### config.mk
export PLATFORM = sky130hd
export DESIGN_NAME = seq_shifter
export DESIGN_NICKNAME = d
export VERILOG_FILES = /design/src/rtl/seq_shifter_pkg.sv /design/src/rtl/seq_shifter_step.sv /design/src/rtl/seq_shifter.sv
export SDC_FILE = /design/constraint.sdc
export NUM_CORES = 1
export LEC_CHECK = 0
export CELL_PAD_IN_SITES_DETAIL_PLACEMENT = 0
export CELL_PAD_IN_SITES_GLOBAL_PLACEMENT = 1
export CORE_MARGIN = 4
export CORE_UTILIZATION = 38
export CTS_BUF_LIST = sky130_fd_sc_hd__clkbuf_8
export DETAILED_ROUTE_END_ITERATION = 8
export PLACE_DENSITY_LB_ADDON = 0.2
export SLEW_MARGIN = 20
export SYNTH_ARGS = -nofsm -noshare
export SYNTH_HDL_FRONTEND = slang
export SYNTH_SLANG_ARGS = --single-unit
### constraint.sdc
create_clock -name clk -period 2.2 [get_ports clk]
set_input_delay 0.44 -clock clk [delete_from_list [all_inputs] [get_ports clk]]
set_output_delay 0.44 -clock clk [all_outputs]
set_load 0.01 [all_outputs]
### src/rtl/seq_shifter_pkg.sv
// Shared types for the multi-cycle shifter.
// Holds the op and FSM encodings and the default width constants.
package shift_pkg;

  localparam int WIDTH_DEF = 32;
  localparam int SHAMT_W   = $clog2(WIDTH_DEF);

  typedef enum logic [1:0] {
    SH_SLL  = 2'b00,
    SH_SRL  = 2'b01,
    SH_SRA  = 2'b10,
    SH_ROTR = 2'b11
  } shift_op_e;

  typedef enum logic [1:0] {
    S_IDLE  = 2'b00,
    S_SHIFT = 2'b01,
    S_DONE  = 2'b10
  } state_e;

endpackage

### src/rtl/seq_shifter_step.sv
// One shift step: shifts work by n (0..STEP) bits according to op.
// Ports: work, n, op in; result out (combinational).
module shift_step
  import shift_pkg::*;
#(
  parameter int WIDTH = 32,
  parameter int STEP  = 1,
  parameter int NW    = $clog2(STEP + 1)
) (
  input  logic [WIDTH-1:0] work,
  input  logic [NW-1:0]    n,
  input  shift_op_e        op,
  output logic [WIDTH-1:0] result
);

  always_comb begin
    result = work;
    unique case (op)
      SH_SLL:  result = work << n;
      SH_SRL:  result = work >> n;
      SH_SRA:  result = $signed(work) >>> n;
      // a shift by WIDTH yields 0, so n==0 degenerates cleanly
      SH_ROTR: result = (work >> n) | (work << (WIDTH - int'(n)));
      default: result = work;
    endcase
  end

endmodule

### src/rtl/seq_shifter.sv
// Multi-cycle SLL/SRL/SRA/ROTR unit, STEP bits per clock.
// Ports: clk, reset_n, start, a, shamt, op in; busy, done, y out.
module seq_shifter
  import shift_pkg::*;
#(
  parameter int WIDTH = WIDTH_DEF,
  parameter int STEP  = 1
) (
  input  logic                     clk,
  input  logic                     reset_n,
  input  logic                     start,
  input  logic [WIDTH-1:0]         a,
  input  logic [$clog2(WIDTH)-1:0] shamt,
  input  logic [1:0]               op,
  output logic                     busy,
  output logic                     done,
  output logic [WIDTH-1:0]         y
);

  localparam int SW = $clog2(WIDTH);
  localparam int NW = $clog2(STEP + 1);

  if (!(STEP == 1 || STEP == 2 ||
        STEP == 4 || STEP == 8)) begin : g_bad_step
    $error("seq_shifter: STEP must be 1, 2, 4 or 8");
  end

  state_e            state_q, state_d;
  logic [WIDTH-1:0]  work_q, work_d;
  logic [SW-1:0]     rem_q, rem_d;
  shift_op_e         op_q, op_d;
  logic [WIDTH-1:0]  y_q, y_d;
  logic              busy_q, busy_d;
  logic              done_q, done_d;

  logic [NW-1:0]     n;
  logic [SW-1:0]     rem_nxt;
  logic [WIDTH-1:0]  step_res;

  // last step may be shorter than STEP
  always_comb begin
    n = NW'(STEP);
    if (rem_q < SW'(STEP)) n = NW'(rem_q);
    rem_nxt = rem_q - SW'(n);
  end

  shift_step #(
    .WIDTH (WIDTH),
    .STEP  (STEP),
    .NW    (NW)
  ) u_step (
    .work   (work_q),
    .n      (n),
    .op     (op_q),
    .result (step_res)
  );

  always_comb begin
    state_d = state_q;
    work_d  = work_q;
    rem_d   = rem_q;
    op_d    = op_q;
    y_d     = y_q;
    unique case (state_q)
      S_SHIFT: begin
        work_d = step_res;
        rem_d  = rem_nxt;
        if (rem_nxt == '0) begin
          y_d     = step_res;
          state_d = S_DONE;
        end
      end
      default: begin
        state_d = S_IDLE;
        if (start) begin
          if (shamt == '0) begin
            y_d     = a;
            state_d = S_DONE;
          end else begin
            work_d  = a;
            rem_d   = shamt;
            op_d    = shift_op_e'(op);
            state_d = S_SHIFT;
          end
        end
      end
    endcase
    busy_d = (state_d == S_SHIFT);
    done_d = (state_d == S_DONE);
  end

  always_ff @(posedge clk) begin
    if (!reset_n) begin
      state_q <= S_IDLE;
      work_q  <= '0;
      rem_q   <= '0;
      op_q    <= SH_SLL;
      y_q     <= '0;
      busy_q  <= 1'b0;
      done_q  <= 1'b0;
    end else begin
      state_q <= state_d;
      work_q  <= work_d;
      rem_q   <= rem_d;
      op_q    <= op_d;
      y_q     <= y_d;
      busy_q  <= busy_d;
      done_q  <= done_d;
    end
  end

  assign busy = busy_q;
  assign done = done_q;
  assign y    = y_q;

endmodule

==> metrics, run 1 <==
post-layout min period=about 2.0 ns; number of antenna diodes=0; setup clock skew after layout=0.00819 ns; maximum clock insertion buffer count=2; actual transition at the worst max-transition pin=between 0.6 and 0.7 ns; required arrival time at the worst endpoint=about 2.5 ns; global placer's final weighted congestion=roughly 0.8; Total Routed Length=between 10 and 15 mm; number of failing setup endpoints in the final timing report=0; biggest area consumer among synthesized cells=dfxtp_1; ratio of cells with drive above 1 in the final layout=a little over a fifth; net switching fraction of the power=35.5%; capturing element type of the critical path=register; root cell of the clock tree=clkbuf_8; sequential fraction of the synthesis area=between 30% and 40%; non-filler cells, final=between 600 and 700; final period utilization=90.8%; DP Cell Count=around 660; Tot Pwr=between 4 and 5 mW; clock tree from TritonCTS=done; Startpoint Class=register; area growth from synthesis to final layout=26.5%; GR Util All Layers=between 20% and 30%; Syn Area/Cell=between 9 and 10 µm²; leak pwr=~2.1 nW; status=finished, final reports clean; Post-layout nets=576; detailed-routing iteration count for the pre-antenna-repair pass=4; starting utilization of the core area=39.5%; DR vias/cell=a little under 6; EDFF count, synth=0; post-DR wirelength/cell=~19 µm; sw power=~1.5 mW; number of CTS-inserted buffers=9; flop and latch count out of synthesis=75; power share of the clock group=23.8%; count of unresolved DRC violations after routing=0; share of power burned in registers=39.8%; Clock Sinks=75; clock network latency to the later pin of the worst-skew pair=0.36 ns; hold-fix buffers at CTS=0; boundary pin count=76; number of global-route vias before repair=roughly 4000; Starting DRT DRC Count=around 300; die area=around 13000 µm²; worst supply voltage drop on vdd=0.399 mV; final antenna-violating net count=0; areal power density over the cells=about 770 nW/µm²; ys async rst share=0%; H-tree Lvls=3; dpl hpwl=roughly 8.0 mm; most common flop cell mapped by yosys=dfxtp_1; post-synthesis instance area=4360 µm²; unrepaired setup endpoints after global routing=false; number of port buffers=75; post-synthesis cell type count=42; highest clock frequency the design can meet=approximately 0.50 GHz; grt ovf=0; die boundary width=115 µm; worst slew margin relative to its limit=roughly 59%; Vert. Die Dim=115 µm; classification of the worst setup path=register to register; cell internal pwr=between 2 and 3 mW; global-route wire length before repair=about 21 mm; MaxCap Viol Count=0; antenna violations before repair=0; Synth Instances=473; fraction of post-synthesis cell area in the top cell type by area=34.4%; core area=roughly 11000 µm²; yosys synthesis warning count=0; pin count of the biggest net entering global routing=80; arrival time of the worst setup path=~2.3 ns; number of hold violations in the final report=0; Site Rows=38; clock input transition at the sequential cells of the worst setup and hold paths=approximately 0.070 ns; part of the total power dissipated in combinational logic=36.5%; net count after synthesis=a little over 500; total count of max-transition violations in the final report=0; top post-synthesis cells by area=dfxtp_1 (34%), o31ai_1 (11%), o32ai_2 (10%); top fanout value on the critical path=16; Worst Hold Class=primary input to register; via count=between 4000 and 5000
-- cell families (layout without fill, tap and decap cells) --
logic type | count (synthesis) | in the layout | synth area share [%]
AOI/OAI and AO/OA | 207 | 207 | 36.7
buffers and inverters | 91 | 154 | 9.44
DFF | 75 | 75 | 34.4
and+or+nand+nor | 61 | 61 | 9.62
muxes | 34 | 34 | 8.67
xor gates and xnor gates | 3 | 3 | 0.603
adders and majority gates | 2 | 2 | 0.574
-- area by class of cell --
class                   count  area, µm²
clock buffers              12        165
clock inverters             3       13.8
fillers                  1077       5520
inverters                  33        124
multi-input cells         307       2470
flip-flops and latches     75       1500
well taps                 140        175
repair buffers            106       1070
-- per-stage QoR --
| step | utilization, % | area (µm²) | setup slack [ns] | hold WS [ns] | TNS [ns] |
|---|---|---|---|---|---|
| 5_1_grt | 50.0 | 5510 | 0.0296 | 0.496 | 0 |
| 3_3_place_gp | 48.3 | 5330 | -0.197 | 0.462 | -6.26 |
| 2_1_floorplan | - | 4360 | 0.171 | 0.455 | 0 |
| 4_1_cts | 50.0 | 5510 | 0.123 | 0.461 | 0 |
| 3_5_place_dp | 48.3 | 5330 | -0.224 | 0.468 | -7.68 |
| 6_report | 50.0 | 5510 | 0.203 | 0.472 | 0 |
-- layout by cell type, fill, tap and decap left out, types with 3 or more instances in the layout --
| cell type | Yosys | final |
|---|---|---|
| nand2b_1 | 3 | 3 |
| dfxtp_1 | 75 | 74 |
| and2_1 | 4 | 4 |
| buf_12 | 0 | 7 |
| clkdlybuf4s50_1 | 0 | 74 |
| inv_1 | 33 | 34 |
| mux2i_1 | 4 | 4 |
| nand2_1 | 4 | 4 |
| buf_4 | 4 | 24 |
| nand3b_1 | 30 | 30 |
| a211oi_1 | 5 | 5 |
| a21oi_1 | 63 | 63 |
| o32ai_1 | 3 | 3 |
| a31oi_1 | 32 | 32 |
| o31ai_1 | 62 | 62 |
| nor2_1 | 8 | 7 |
| a221oi_1 | 3 | 3 |
| mux2_2 | 30 | 30 |
| o32ai_2 | 27 | 27 |
| clkbuf_8 | 0 | 12 |
-- synthesized netlist by cell type, types with 2 or more instances --
cell type / n
nor2_1: 8
nand2b_1: 3
xor2_1: 2
o21ai_0: 2
ha_1: 2
nand2_1: 4
a21oi_1: 63
buf_6: 5
o21a_1: 2
and2_1: 4
clkbuf_1: 33
inv_1: 33
dfxtp_1: 75
buf_1: 2
buf_2: 14
nor3_1: 2
buf_4: 4
a31oi_1: 32
mux2i_1: 4
mux2_2: 30
a211oi_1: 5
o211ai_1: 2
nand3_1: 2
a221oi_1: 3
nand3b_1: 30
o31ai_1: 62
o32ai_1: 3
or4_4: 2
o32ai_2: 27
-- registers in the layout (all words and copies together), names as in the netlist --
name     flops
busy         1
done         1
op_q         2
rem_q        5
state_q      2
work_q      32
y           32
-- repair_timing --
action,4_1_cts,5_1_grt
setup endpoints to repair,0,1
buffers inserted,0,0
gates resized for setup,0,1
-- worst paths after layout --
| check | from | end | slack [ns] | depth (start not counted) |
|---|---|---|---|---|
| worst min register to register | y[0] | y[0] | 0.48 | 2 |
| worst min-delay path | reset_n | op_q[1] | 0.47 | 3 |
| worst max register to register | rem_q[1] | done | 0.20 | 8 |
| worst max-delay path | rem_q[1] | done | 0.20 | 8 |
-- worst max-delay path: stages (launching register included) --
cell and delay [ns]:
dfxtp_1 0.43, inv_1 0.11, a21oi_1 0.17, ha_1 0.23
xor2_1 0.25, nor4_4 0.09, or2_4 0.28, buf_12 0.16
and2_1 0.16
-- power groups by stage --
stage / clock network, mW / registers (mW) / logic [mW]
5_1_grt: 1.09 / 1.71 / 1.68
2_1_floorplan: 0 / 1.71 / 0.985
3_3_place_gp: 0 / 1.71 / 1.53
4_1_cts: 1.04 / 1.69 / 1.55
6_report: 1.01 / 1.69 / 1.55
3_5_place_dp: 0 / 1.71 / 1.54
-- layer usage --
layer,GRT usage (%),wire length (µm),vias to the layer above
li1,-,-,1939
met1,28.3,6040,1941
met2,31.0,6180,108
met3,3.89,626,14
met4,6.42,176,0
met5,0,0,-
(Power assumes the default switching activity.)
==> run 2: changes to the inputs <==
Settings changed: CORE_ASPECT_RATIO set to 0.9, SETUP_SLACK_MARGIN set to 0.1, SKIP_CTS_REPAIR_TIMING set to 1.
==> run 2 against run 1 <==
  * Clock power increased by 20%
  * Sequential power about the same
  * Critical path type is now primary input to register
  * Critical endpoint is now y[26]
  * Largest power group unchanged
  * Core utilization up 0.34 points
  * Cell area increased by 0.73%
  * Register-to-register slack hardly changed
  * Die area hardly changed
  * Routed wire length is 3.5% lower
  * Fmax is 0.67% lower
==> metrics, run 2 (synthesis gave the netlist of run 1 again) <==
CP top delay family=simple AND/OR/NAND/NOR gates; required arrival time at the worst endpoint=2.49 ns (+0.04 ns); die boundary width=121 µm (+5.0%); antenna violations before repair=0 (unchanged); maximum clock insertion buffer count=2 (unchanged); Post-layout nets=578 (+0.35%); global placer's final weighted congestion=0.776 (-3.1%); setup clock skew after layout=0.0139 ns (+0.00572 ns); number of failing setup endpoints in the final timing report=0 (unchanged); logic depth of the worst register-to-register path=8 (unchanged); met1 capacity usage during global routing=26.1% (-2.2 points); Total Routed Length=12.6 mm (-3.5%); classification of the worst setup path=primary input to register; worst slew margin relative to its limit=59.7% (+0.63 points); Vert. Die Dim=110 µm (-4.8%); slowest CP cell=or4_4; final antenna-violating net count=0 (unchanged); met2 capacity usage during global routing=30.5% (-0.44 points); critical path depth in cells=6 (-2); actual transition at the worst max-transition pin=0.604 ns (-0.00943 ns); core area=11000 µm² (about the same); worst hold path cell count=3 (unchanged); dpl hpwl=8.31 mm (+3.8%); starting utilization of the core area=39.5% (about the same); capturing element type of the critical path=register; detailed-routing iteration count for the pre-antenna-repair pass=4 (unchanged); ratio of cells with drive above 1 in the final layout=21.5% (+0.63 points); Startpoint Class=primary input; die area=13300 µm² (about the same); final period utilization=91.4% (+0.61 points); highest clock frequency the design can meet=0.497 GHz (-0.67%); cell-by-cell trace of the critical path=clkdlybuf4s50_1 -> or4_4 -> nor4b_4 -> buf_4 -> o31ai_1 -> a21oi_1; arrival time of the worst setup path=2.30 ns (+0.05 ns); clock tree from TritonCTS=done; fillcell total=1058 (-1.8%); unrepaired setup endpoints after global routing=true; CP peak stage delay=0.59 ns (+0.16 ns); boundary pin count=76 (unchanged); clock network latency to the later pin of the worst-skew pair=0.37 ns (about the same); worst hold slack=0.428 ns (-0.0437 ns); Global Route met3 Usage=4.27% (+0.37 points); via count=3973 (-0.72%); root cell of the clock tree=clkbuf_8; commonest non-fill, non-tap cell in the layout=clkdlybuf4s50_1; Site Rows=36 (-5.3%); Clock Sinks=75 (unchanged); pin count of the biggest net entering global routing=67 (-16%); layer carrying the most global-route usage=met2; number of hold violations in the final report=0 (unchanged); H-tree Lvls=3 (unchanged); top fanout value on the critical path=20 (+4); grt ovf=0 (unchanged); most frequent cells in the layout=clkdlybuf4s50_1 (74), dfxtp_1 (73), a21oi_1 (63), o31ai_1 (62), inv_1 (34); worst path buffer plus inverter count=2 (unchanged); areal power density over the cells=797 nW/µm² (+3.5%); number of global-route vias before repair=3855 (-6.2%); status=finished, final reports clean; global-route wire length before repair=20.3 mm (-5.3%); count of unresolved DRC violations after routing=0 (unchanged); DR vias/cell=5.75 (-2.9%); number of port buffers=75 (unchanged); share of the core filled with cells in the final layout=50.3% (+0.34 points); leak pwr=2.13 nW (+0.45%); post-DR wirelength/cell=18.2 µm (-5.6%); aggregate negative setup slack=0 ns (unchanged); Worst Hold Class=primary input to register; MaxCap Viol Count=0 (unchanged); clock input transition at the sequential cells of the worst setup and hold paths=0.08 ns (about the same); worst supply voltage drop on vdd=0.380 mV (-4.7%); post-layout min period=2.01 ns (+0.0135 ns); number of CTS-inserted buffers=9 (unchanged); total count of max-transition violations in the final report=0 (unchanged); Tot Pwr=4.43 mW (+4.2%); number of antenna diodes=0 (unchanged); GR Util All Layers=19.3% (-0.84 points); Starting DRT DRC Count=341 (+13%); area growth from synthesis to final layout=27.4%
-- run 2: cell types whose count changed in the layout (fill, tap and decap cells not counted) --
| cell | before | now |
|---|---|---|
| clkinv_2 | 2 | 0 |
| buf_4 | 24 | 29 |
| dfxtp_2 | 1 | 2 |
| bufinv_16 | 0 | 2 |
| buf_12 | 7 | 4 |
| clkbuf_8 | 12 | 10 |
| inv_6 | 0 | 1 |
| clkinvlp_4 | 0 | 2 |
| dfxtp_1 | 74 | 73 |
-- run 2: through the flow --
stage	cell area, µm²	worst slack [ns]	cells
final	5550	0.190	691
after CTS	5550	0.0442	691
after floorplan	4360	0.171	473
after global routing	5550	0.0521	691
after detailed placement	5330	-0.248	675
after global placement	5330	-0.200	675
-- run 2: worst paths after layout --
path / start / end / slack [ns]
worst max-delay path: shamt[4] / y[26] / 0.19
worst min-delay path: reset_n / work_q[17] / 0.43
worst max register to register: rem_q[1] / done / 0.21
worst min register to register: y[0] / y[0] / 0.49
-- run 2: tightest hold or removal path, stage by stage --
cell and delay [ns]:
buf_2 0.18, o31ai_1 0.09, a21oi_1 0.04
-- run 2: final cells by class --
class | count | area, µm² | area share, %
Clock buffer | 10 | 138 | 2.48
Clock inverter | 6 | 87.6 | 1.58
Inverter | 33 | 124 | 2.23
Multi-Input combinational cell | 307 | 2470 | 44.4
Sequential cell | 75 | 1500 | 27.1
Tap cell | 152 | 190 | 3.42
Timing Repair Buffer | 108 | 1040 | 18.8
-- run 2: per-layer routing --
| layer | wire length, µm | part of all wire (%) |
|---|---|---|
| met3 | 650 | 5.2 |
| met2 | 5820 | 46 |
| met1 | 5930 | 47 |
| met5 | 0 | 0 |
| met4 | 170 | 1.4 |
-- run 2: where the power goes --
group | leakage, nW | internal, mW | switching (mW) | total, mW
Clock | 0.110 | 0.669 | 0.542 | 1.21
Sequential | 0.618 | 1.54 | 0.155 | 1.69
Combinational | 1.40 | 0.695 | 0.825 | 1.52
==> run 3: changes to the inputs <==
Settings changed: RECOVER_POWER set to 25.
==> run 3 against run 2 <==
  * Via count did not move
  * Largest cell class unchanged
  * Non-clock buffer count unchanged
  * Register-to-register slack barely moved
  * Die area did not move
==> metrics, run 3 (synthesis gave the netlist of run 1 again) <==
number of failing setup endpoints in the final timing report=0 (unchanged); worst supply voltage drop on vdd=0.380 mV (-0.11%); pin count of the biggest net entering global routing=67 (unchanged); Tot Pwr=4.40 mW (-0.59%); clock input transition at the sequential cells of the worst setup and hold paths=0.08 ns (about the same); sw power=1.52 mW (-0.21%); ratio of cells with drive above 1 in the final layout=21.5% (unchanged); root cell of the clock tree=clkbuf_8; post-layout min period=2.01 ns (-0.00270 ns); startpoint of the worst setup timing path=shamt[4]; dpl hpwl=8.31 mm (unchanged); share of power burned in registers=38.4% (about the same); post-route worst setup slack=0.192 ns (+0.00271 ns); leak pwr=2.21 nW (+3.9%); arrival time of the worst setup path=2.30 ns (about the same); final antenna-violating net count=0 (unchanged); required arrival time at the worst endpoint=2.49 ns (about the same); Worst Hold Class=primary input to register; worst slack at placement=-0.248 ns (unchanged); grt ovf=0 (unchanged); number of port buffers=75 (unchanged); clock network latency to the later pin of the worst-skew pair=0.37 ns (about the same); global placer's final weighted congestion=0.776 (unchanged); Post-layout nets=578 (unchanged); register-to-register setup slack=0.21 ns (about the same); reg2reg end=done; DR vias/cell=5.75 (unchanged); post-DR wirelength/cell=18.2 µm (about the same); global-route wire length before repair=20.3 mm (unchanged); most frequent cells in the layout=dfxtp_1 (73), a21oi_1 (63), o31ai_1 (62), clkdlybuf4s50_1 (48), inv_1 (34); setup clock skew after layout=0.0139 ns (-0.0000495 ns); final period utilization=91.3% (-0.12 points); areal power density over the cells=792 nW/µm² (-0.59%); worst slew margin relative to its limit=59.9% (+0.16 points); highest clock frequency the design can meet=0.498 GHz (+0.13%); die area=13300 µm² (unchanged); Site Rows=36 (unchanged); Starting DRT DRC Count=341 (unchanged); boundary pin count=76 (unchanged); slowest CP cell=or4_4; area growth from synthesis to final layout=27.4% (unchanged); number of hold violations in the final report=0 (unchanged); via count=3973 (unchanged); DP Cell Count=675 (unchanged); CP peak stage delay=0.59 ns (about the same); GR Util All Layers=19.3% (unchanged); maximum clock insertion buffer count=2 (unchanged); post-route cell area=5550 µm² (unchanged); commonest non-fill, non-tap cell in the layout=dfxtp_1; number of global-route vias before repair=3855 (unchanged); number of antenna diodes=0 (unchanged); starting utilization of the core area=39.5% (unchanged); area after detailed placement=5330 µm² (unchanged); non-filler cells, final=691 (unchanged); MaxCap Viol Count=0 (unchanged); capturing element type of the critical path=register; part of the total power dissipated in combinational logic=34.0% (-0.3 points); die boundary width=121 µm (unchanged); status=finished, final reports clean; core area=11000 µm² (unchanged); cell internal pwr=2.88 mW (-0.78%); worst path buffer plus inverter count=2 (unchanged); unrepaired setup endpoints after global routing=true; number of CTS-inserted buffers=9 (unchanged); CP top delay family=simple AND/OR/NAND/NOR gates; Startpoint Class=primary input; Hold EP=work_q[17]; clock tree from TritonCTS=done; Clock Sinks=75 (unchanged); Total Routed Length=12.6 mm (about the same); beginning of the worst register-to-register path=rem_q[1]; cell-by-cell trace of the critical path=clkdlybuf4s50_1 -> or4_4 -> nor4b_4 -> buf_4 -> o31ai_1 -> a21oi_1; total count of max-transition violations in the final report=0 (unchanged); count of unresolved DRC violations after routing=0 (unchanged); critical path depth in cells=6 (unchanged); actual transition at the worst max-transition pin=0.601 ns (-0.00244 ns); Vert. Die Dim=110 µm (unchanged); start point of the worst hold path=reset_n; net switching fraction of the power=34.5% (+0.13 points); classification of the worst setup path=primary input to register; worst hold path cell count=3 (unchanged); detailed-routing iteration count for the pre-antenna-repair pass=4 (unchanged); fillcell total=1058 (unchanged); H-tree Lvls=3 (unchanged); top fanout value on the critical path=20 (unchanged); antenna violations before repair=0 (unchanged); logic depth of the worst register-to-register path=8 (unchanged); power share of the clock group=27.5% (about the same)
==> run 3: cell types whose count changed in the layout (fill, tap and decap cells not counted), sizes merged <==
cell,change
clkdlybuf4s50,-26
dlygate4sd3,+26
==> run 3: per-stage QoR <==
stage	hold WS, ns	utilization (%)	setup TNS, ns
final	0.429	50.3	0
after global routing	0.437	50.3	0
after CTS	0.417	50.3	0
after detailed placement	0.495	48.3	-7.24
after global placement	0.475	48.3	-6.65
after floorplan	0.455	-	0
==> run 3: layer usage <==
layer	routed length (µm)	track usage [%]	vias to the layer above	share of wire, %
met5	0	0	-	0
met1	5900	26.1	1911	47
met4	170	6.15	0	1.4
li1	-	-	1938	-
met2	5840	30.5	108	46
met3	655	4.27	16	5.2
==> run 3: worst max-delay path by stage <==
stage	end	slack [ns]
after CTS	y[0]	0.04
after floorplan	y[10]	0.17
after detailed placement	y[0]	-0.25
after global routing	y[27]	0.05
final	y[26]	0.19
after global placement	y[0]	-0.20
==> run 3: power groups by stage <==
stage / Sequential (mW) / Combinational [mW] / Clock [mW]
after floorplan: 1.71 / 0.985 / 0
after global placement: 1.72 / 1.50 / 0
after detailed placement: 1.72 / 1.51 / 0
after CTS: 1.69 / 1.52 / 1.24
final: 1.69 / 1.50 / 1.21
after global routing: 1.72 / 1.63 / 1.30
==> run 3: tightest hold or removal path: stages <==
cell,delay [ns]
buf_2,0.18
o31ai_1,0.09
a21oi_1,0.04
==> run 3: cell type report <==
class	instances	area (µm²)	share of cell area (%)
inverters	33	124	2.23
flip-flops and latches	75	1500	27.1
clock inverters	6	87.6	1.58
well taps	152	190	3.42
repair buffers	108	1040	18.8
multi-input cells	307	2470	44.4
clock buffers	10	138	2.48
